[src/rtl/seq_scan_ctrl.sv]
// Word-to-serial scan controller with a programmable 4-bit overlapping
// Moore pattern detector and per-word / saturating total match counters.
module seq_scan_ctrl #(
    parameter int WORD_W = 8,
    parameter int CNT_W  = 4,
    parameter int TOT_W  = 16
) (
    input  logic              clk,
    input  logic              reset,
    input  logic              cfg_we,
    input  logic [3:0]        cfg_pattern,
    input  logic              in_valid,
    output logic              in_ready,
    input  logic [WORD_W-1:0] in_data,
    output logic              bit_out,
    output logic              bit_valid,
    output logic              z,
    output logic              out_valid,
    input  logic              out_ready,
    output logic [CNT_W-1:0]  match_count,
    output logic [TOT_W-1:0]  total_matches,
    output logic              busy
);

    localparam int BC_W = $clog2(WORD_W);

    typedef enum logic [1:0] {
        S_IDLE,
        S_SHIFT,
        S_DONE
    } state_t;

    state_t            r_state;
    state_t            w_next;
    logic [3:0]        r_pattern;
    logic [2:0]        r_hist;
    logic [1:0]        r_hcnt;
    logic [WORD_W-1:0] r_shift;
    logic [BC_W-1:0]   r_bitcnt;
    logic              r_z;
    logic [CNT_W-1:0]  r_mcnt;
    logic [TOT_W-1:0]  r_total;
    logic              w_bit;
    logic              w_accept;
    logic              w_cfg;
    logic              w_match;

    always_ff @(posedge clk or posedge reset) begin
        if (reset) begin
            r_state <= S_IDLE;
        end else begin
            r_state <= w_next;
        end
    end

    always_comb begin
        w_next    = r_state;
        in_ready  = 1'b0;
        bit_valid = 1'b0;
        out_valid = 1'b0;
        w_bit     = 1'b0;
        case (r_state)
            S_IDLE: begin
                in_ready = 1'b1;
                if (in_valid) w_next = S_SHIFT;
            end
            S_SHIFT: begin
                bit_valid = 1'b1;
                w_bit     = r_shift[WORD_W-1];
                if (r_bitcnt == '0) w_next = S_DONE;
            end
            S_DONE: begin
                out_valid = 1'b1;
                if (out_ready) w_next = S_IDLE;
            end
            default: w_next = S_IDLE;
        endcase
    end

    assign w_accept = in_valid & in_ready;
    assign w_cfg    = cfg_we & (r_state == S_IDLE);
    // A match needs three prior bits of history plus the bit being consumed
    assign w_match  = bit_valid && (r_hcnt == 2'd3) &&
                      ({r_hist, w_bit} == r_pattern);

    always_ff @(posedge clk or posedge reset) begin
        if (reset) begin
            r_pattern <= 4'b1011;
            r_hist    <= '0;
            r_hcnt    <= '0;
            r_shift   <= '0;
            r_bitcnt  <= '0;
            r_z       <= 1'b0;
            r_mcnt    <= '0;
            r_total   <= '0;
        end else begin
            r_z <= w_match;
            if (w_cfg) begin
                r_pattern <= cfg_pattern;
                r_hist    <= '0;
                r_hcnt    <= '0;
            end
            if (w_accept) begin
                r_shift  <= in_data;
                r_bitcnt <= BC_W'(WORD_W - 1);
                r_mcnt   <= '0;
            end
            if (bit_valid) begin
                r_hist   <= {r_hist[1:0], w_bit};
                r_shift  <= r_shift << 1;
                r_bitcnt <= r_bitcnt - 1'b1;
                if (r_hcnt != 2'd3) r_hcnt <= r_hcnt + 1'b1;
            end
            if (w_match) begin
                r_mcnt <= r_mcnt + 1'b1;
                if (r_total != '1) r_total <= r_total + 1'b1;
            end
        end
    end

    assign bit_out       = w_bit;
    assign z             = r_z;
    assign match_count   = r_mcnt;
    assign total_matches = r_total;
    assign busy          = (r_state != S_IDLE);

endmodule
[config.mk]
export PLATFORM = sky130hd
export DESIGN_NAME = seq_scan_ctrl
export DESIGN_NICKNAME = d
export VERILOG_FILES = /design/src/rtl/seq_scan_ctrl.sv
export SDC_FILE = /design/constraint.sdc
export NUM_CORES = 1
export LEC_CHECK = 0
export BUFFER_PORTS_ARGS = -buffer_cell sky130_fd_sc_hd__clkbuf_2
export CAP_MARGIN = 10
export CORE_UTILIZATION = 30
export DETAILED_ROUTE_END_ITERATION = 6
export PLACE_DENSITY = 0.58
export RECOVER_POWER = 50
export SLEW_MARGIN = 15
export SYNTH_ARGS = -nofsm -noshare
export SYNTH_HDL_FRONTEND = slang
export SYNTH_SLANG_ARGS = --single-unit
[constraint.sdc]
create_clock -name clk -period 3 [get_ports clk]
set_input_delay 0.6 -clock clk [delete_from_list [all_inputs] [get_ports clk]]
set_output_delay 0.6 -clock clk [all_outputs]
set_load 0.02 [all_outputs]
==> results_dict.tcl <==
set metrics [dict create \
    hold_ws_ns 0.4773 \
    antenna_cells 0 \
    final-seq-area_mm2 0.001080 \
    seq_area_frac_synth_pct 51.00 \
    slew_headroom_pct 29.48 \
    startpoint_type "flip-flop" \
    pin_count 43 \
    period_share_pct 84.66 \
    die_w_um 86.01 \
    routedWlPerCell_um 12.17 \
    grt_pass1_wl_um 7286 \
    dpl.hpwl_um 3110 \
    drtAntennaViolNets 0 \
    hold_violations 0 \
    cts_resized 0 \
    fin_cells 345 \
    synth_top_area_share_pct 47.28 \
    num_rows 30 \
    post-synth-top-area-cell "dfrtp_1" \
    first_global_vias 1567 \
    outcome "finished clean" \
    max-clock-path-buffers 2 \
    powerDensity_mw_per_mm2 735.9 \
    final.setup.worst_slack_ns 0.4601 \
    endpoint "bit_out" \
    numCtsBuffers 5 \
    htree_levels 2 \
    antenna_found_initial 0 \
    first_pass_iters 4 \
    fin_crit_ns 2.540 \
    pre_cts_ws_ns 0.7630 \
    die_h_um 86.01 \
    portBuffers 42 \
    grt_overflow 0 \
    vias_per_cell 4.658 \
    cts.sinks 43 \
    skew_ns 0.006630 \
    ir_worst_vdd_uv 404.8 \
    max-cap-violations 0 \
    dr.first_iter.drc_count 60 \
    reg2regPathDepth 6 \
    multi_input_area_um2 965.9 \
    r2r-end "total_matches[14]$_DFFE_PP0P_" \
    cts_tree "done" \
    post_cts_buffers 0 \
    rrSetupSlack_ns 0.59 \
    ys_warn_count 0 \
    root_buffer "clkbuf_8" \
    dp_cells 337 \
    worstHoldPathType "reg -> reg" \
    area_growth_pct 18.91 \
    grt_usage_pct 12.41 \
    fill_cells 684 \
    setup_tns_ns 0 \
    worst-path-max-fanout 17 \
    leakagePower_nw 1.195 \
    worst_ep_required_time_ns 2.40 \
    ys_top_cells_by_area "dfrtp_1, nand3_1, dfstp_2" \
    synthesis.area_mm2 0.002117 \
    fin_util_pct 37.05 \
    start_util_pct 31.16 \
    end_kind "output pin" \
    clk_pin_slew_ns 0.07 \
    finalMaxSlewViolations 0 \
    ys_ff_latch 43 \
    max_freq_mhz 393.7 \
    synth_cells 204 \
    clk_latency_ns 0.29 \
    wirelength_um 4200 \
    syn-num-nets 226 \
    core_area_mm2 0.006794 \
    ys_types 36 \
    worstSetupStartpoint "r_state[1]$_DFFE_PP0P_" \
    vias 1607 \
    crit_type "reg -> out" \
    tightest_slew_ns 1.058 \
    rr_startpoint "r_state[1]$_DFFE_PP0P_" \
    grt_max_degree 44 \
    drive_gt1_share_pct 24.50 \
    setup_viol 0 \
    syn_avg_cell_area_um2 10.38 \
    critPathArrivalTime_ns 1.94 \
    gp_congestion 0.7852 \
    nets 270 \
    die_area_mm2 0.007397 \
    cts_hold_buf 0 \
    drcViolationCount 0 \
    grt_setup_unrepaired "no" \
]
cell type report:
cell class	count	share of cell area, %
clock buffer	8	3.976
timing repair buffer	44	8.499
inverter	10	1.491
multi-input combinational	144	38.37
tap	96	4.771
sequential	43	42.89
logic make-up (layout without fill, tap and decap cells):
| kind of cell | Yosys count | in the layout | synth area share, % |
|---|---|---|---|
| xor+xnor | 17 | 17 | 7.033 |
| simple gates | 82 | 82 | 21.10 |
| compound gates | 32 | 32 | 9.929 |
| mux | 8 | 8 | 4.610 |
| buf+inv | 17 | 62 | 3.368 |
| flops | 43 | 43 | 51.00 |
| fa+ha+maj | 5 | 5 | 2.955 |
cell usage after synthesis (all sizes together):
cell type and count:
dfrtp 40, nand2 18, nand3 18, nor2 13, o21ai 11, a21oi 10, inv 10, nor2b 9
xnor2 9, mux2 8, xor2 8, a22oi 7, clkbuf 6, ha 5, nand4 5, nor4 5
dfstp 3, a22o 2, and2 2, nand2b 2, nand3b 2, nor3 2, a2111oi 1, and3 1
and4 1, buf 1, nor3b 1, nor4b 1, o21bai 1, or2 1, or3b 1
where the power goes:
part / switching [mW] / total (mW) / internal, mW
clock: 0.186 / 0.396 / 0.210
sequential: 0.130 / 0.873 / 0.742
combinational: 0.333 / 0.584 / 0.251
total: 0.649 / 1.85 / 1.20
state kept, by name (all words and copies together) (netlist names):
register and count:
match_count 4, r_bitcnt 3, r_pattern 4, r_hist 3
r_state 2, r_hcnt 2, r_shift 8, total_matches 16
z 1
placed cells by master, fill, tap and decap left out, drive strengths merged, types with 2 or more instances in the layout:
cell,n
nand2b,2
nand3,18
a21oi,10
nor4,5
and2,2
o21ai,11
dfrtp,40
xor2,8
nor3,2
mux2,8
a22oi,7
nand3b,2
a22o,2
dfstp,3
nand4,5
clkbuf,51
inv,10
nor2,13
ha,5
nor2b,9
xnor2,9
nand2,18
how the worst min path moves through the flow:
stage | startpoint | endpoint | slack [ns] | cells after the start
2_1_floorplan | r_bitcnt[0]$_DFFE_PP0P_ | r_bitcnt[0]$_DFFE_PP0P_ | 0.44 | 1
3_3_place_gp | r_bitcnt[0]$_DFFE_PP0P_ | r_bitcnt[0]$_DFFE_PP0P_ | 0.46 | 1
3_5_place_dp | r_bitcnt[0]$_DFFE_PP0P_ | r_bitcnt[0]$_DFFE_PP0P_ | 0.47 | 1
4_1_cts | reset | total_matches[11]$_DFFE_PP0P_ | 0.44 | 3
5_1_grt | r_bitcnt[0]$_DFFE_PP0P_ | r_bitcnt[0]$_DFFE_PP0P_ | 0.51 | 1
6_report | r_bitcnt[0]$_DFFE_PP0P_ | r_bitcnt[0]$_DFFE_PP0P_ | 0.48 | 1
critical path, stage by stage, from the launching register on:
cell and delay (ns):
dfrtp_1 0.50, nand2b_1 0.30, inv_1 0.44, and2_1 0.23, clkbuf_2 0.17
stage by stage:
stage	instance area, um^2	power, mW
3_5_place_dp	2429	1.484
3_3_place_gp	2429	1.465
2_1_floorplan	2117	1.313
5_1_grt	2517	2.010
6_report	2517	1.852
4_1_cts	2529	1.888
metal layers:
metal  vias up  track usage, %  part of all wire, %
met2        30           19.99                   46
met4         0           3.636                 0.81
li1        796               -                    -
met1       777           16.13                   48
met5         -               0                    0
met3         4           3.657                  4.7
(Power assumes the default switching activity.)
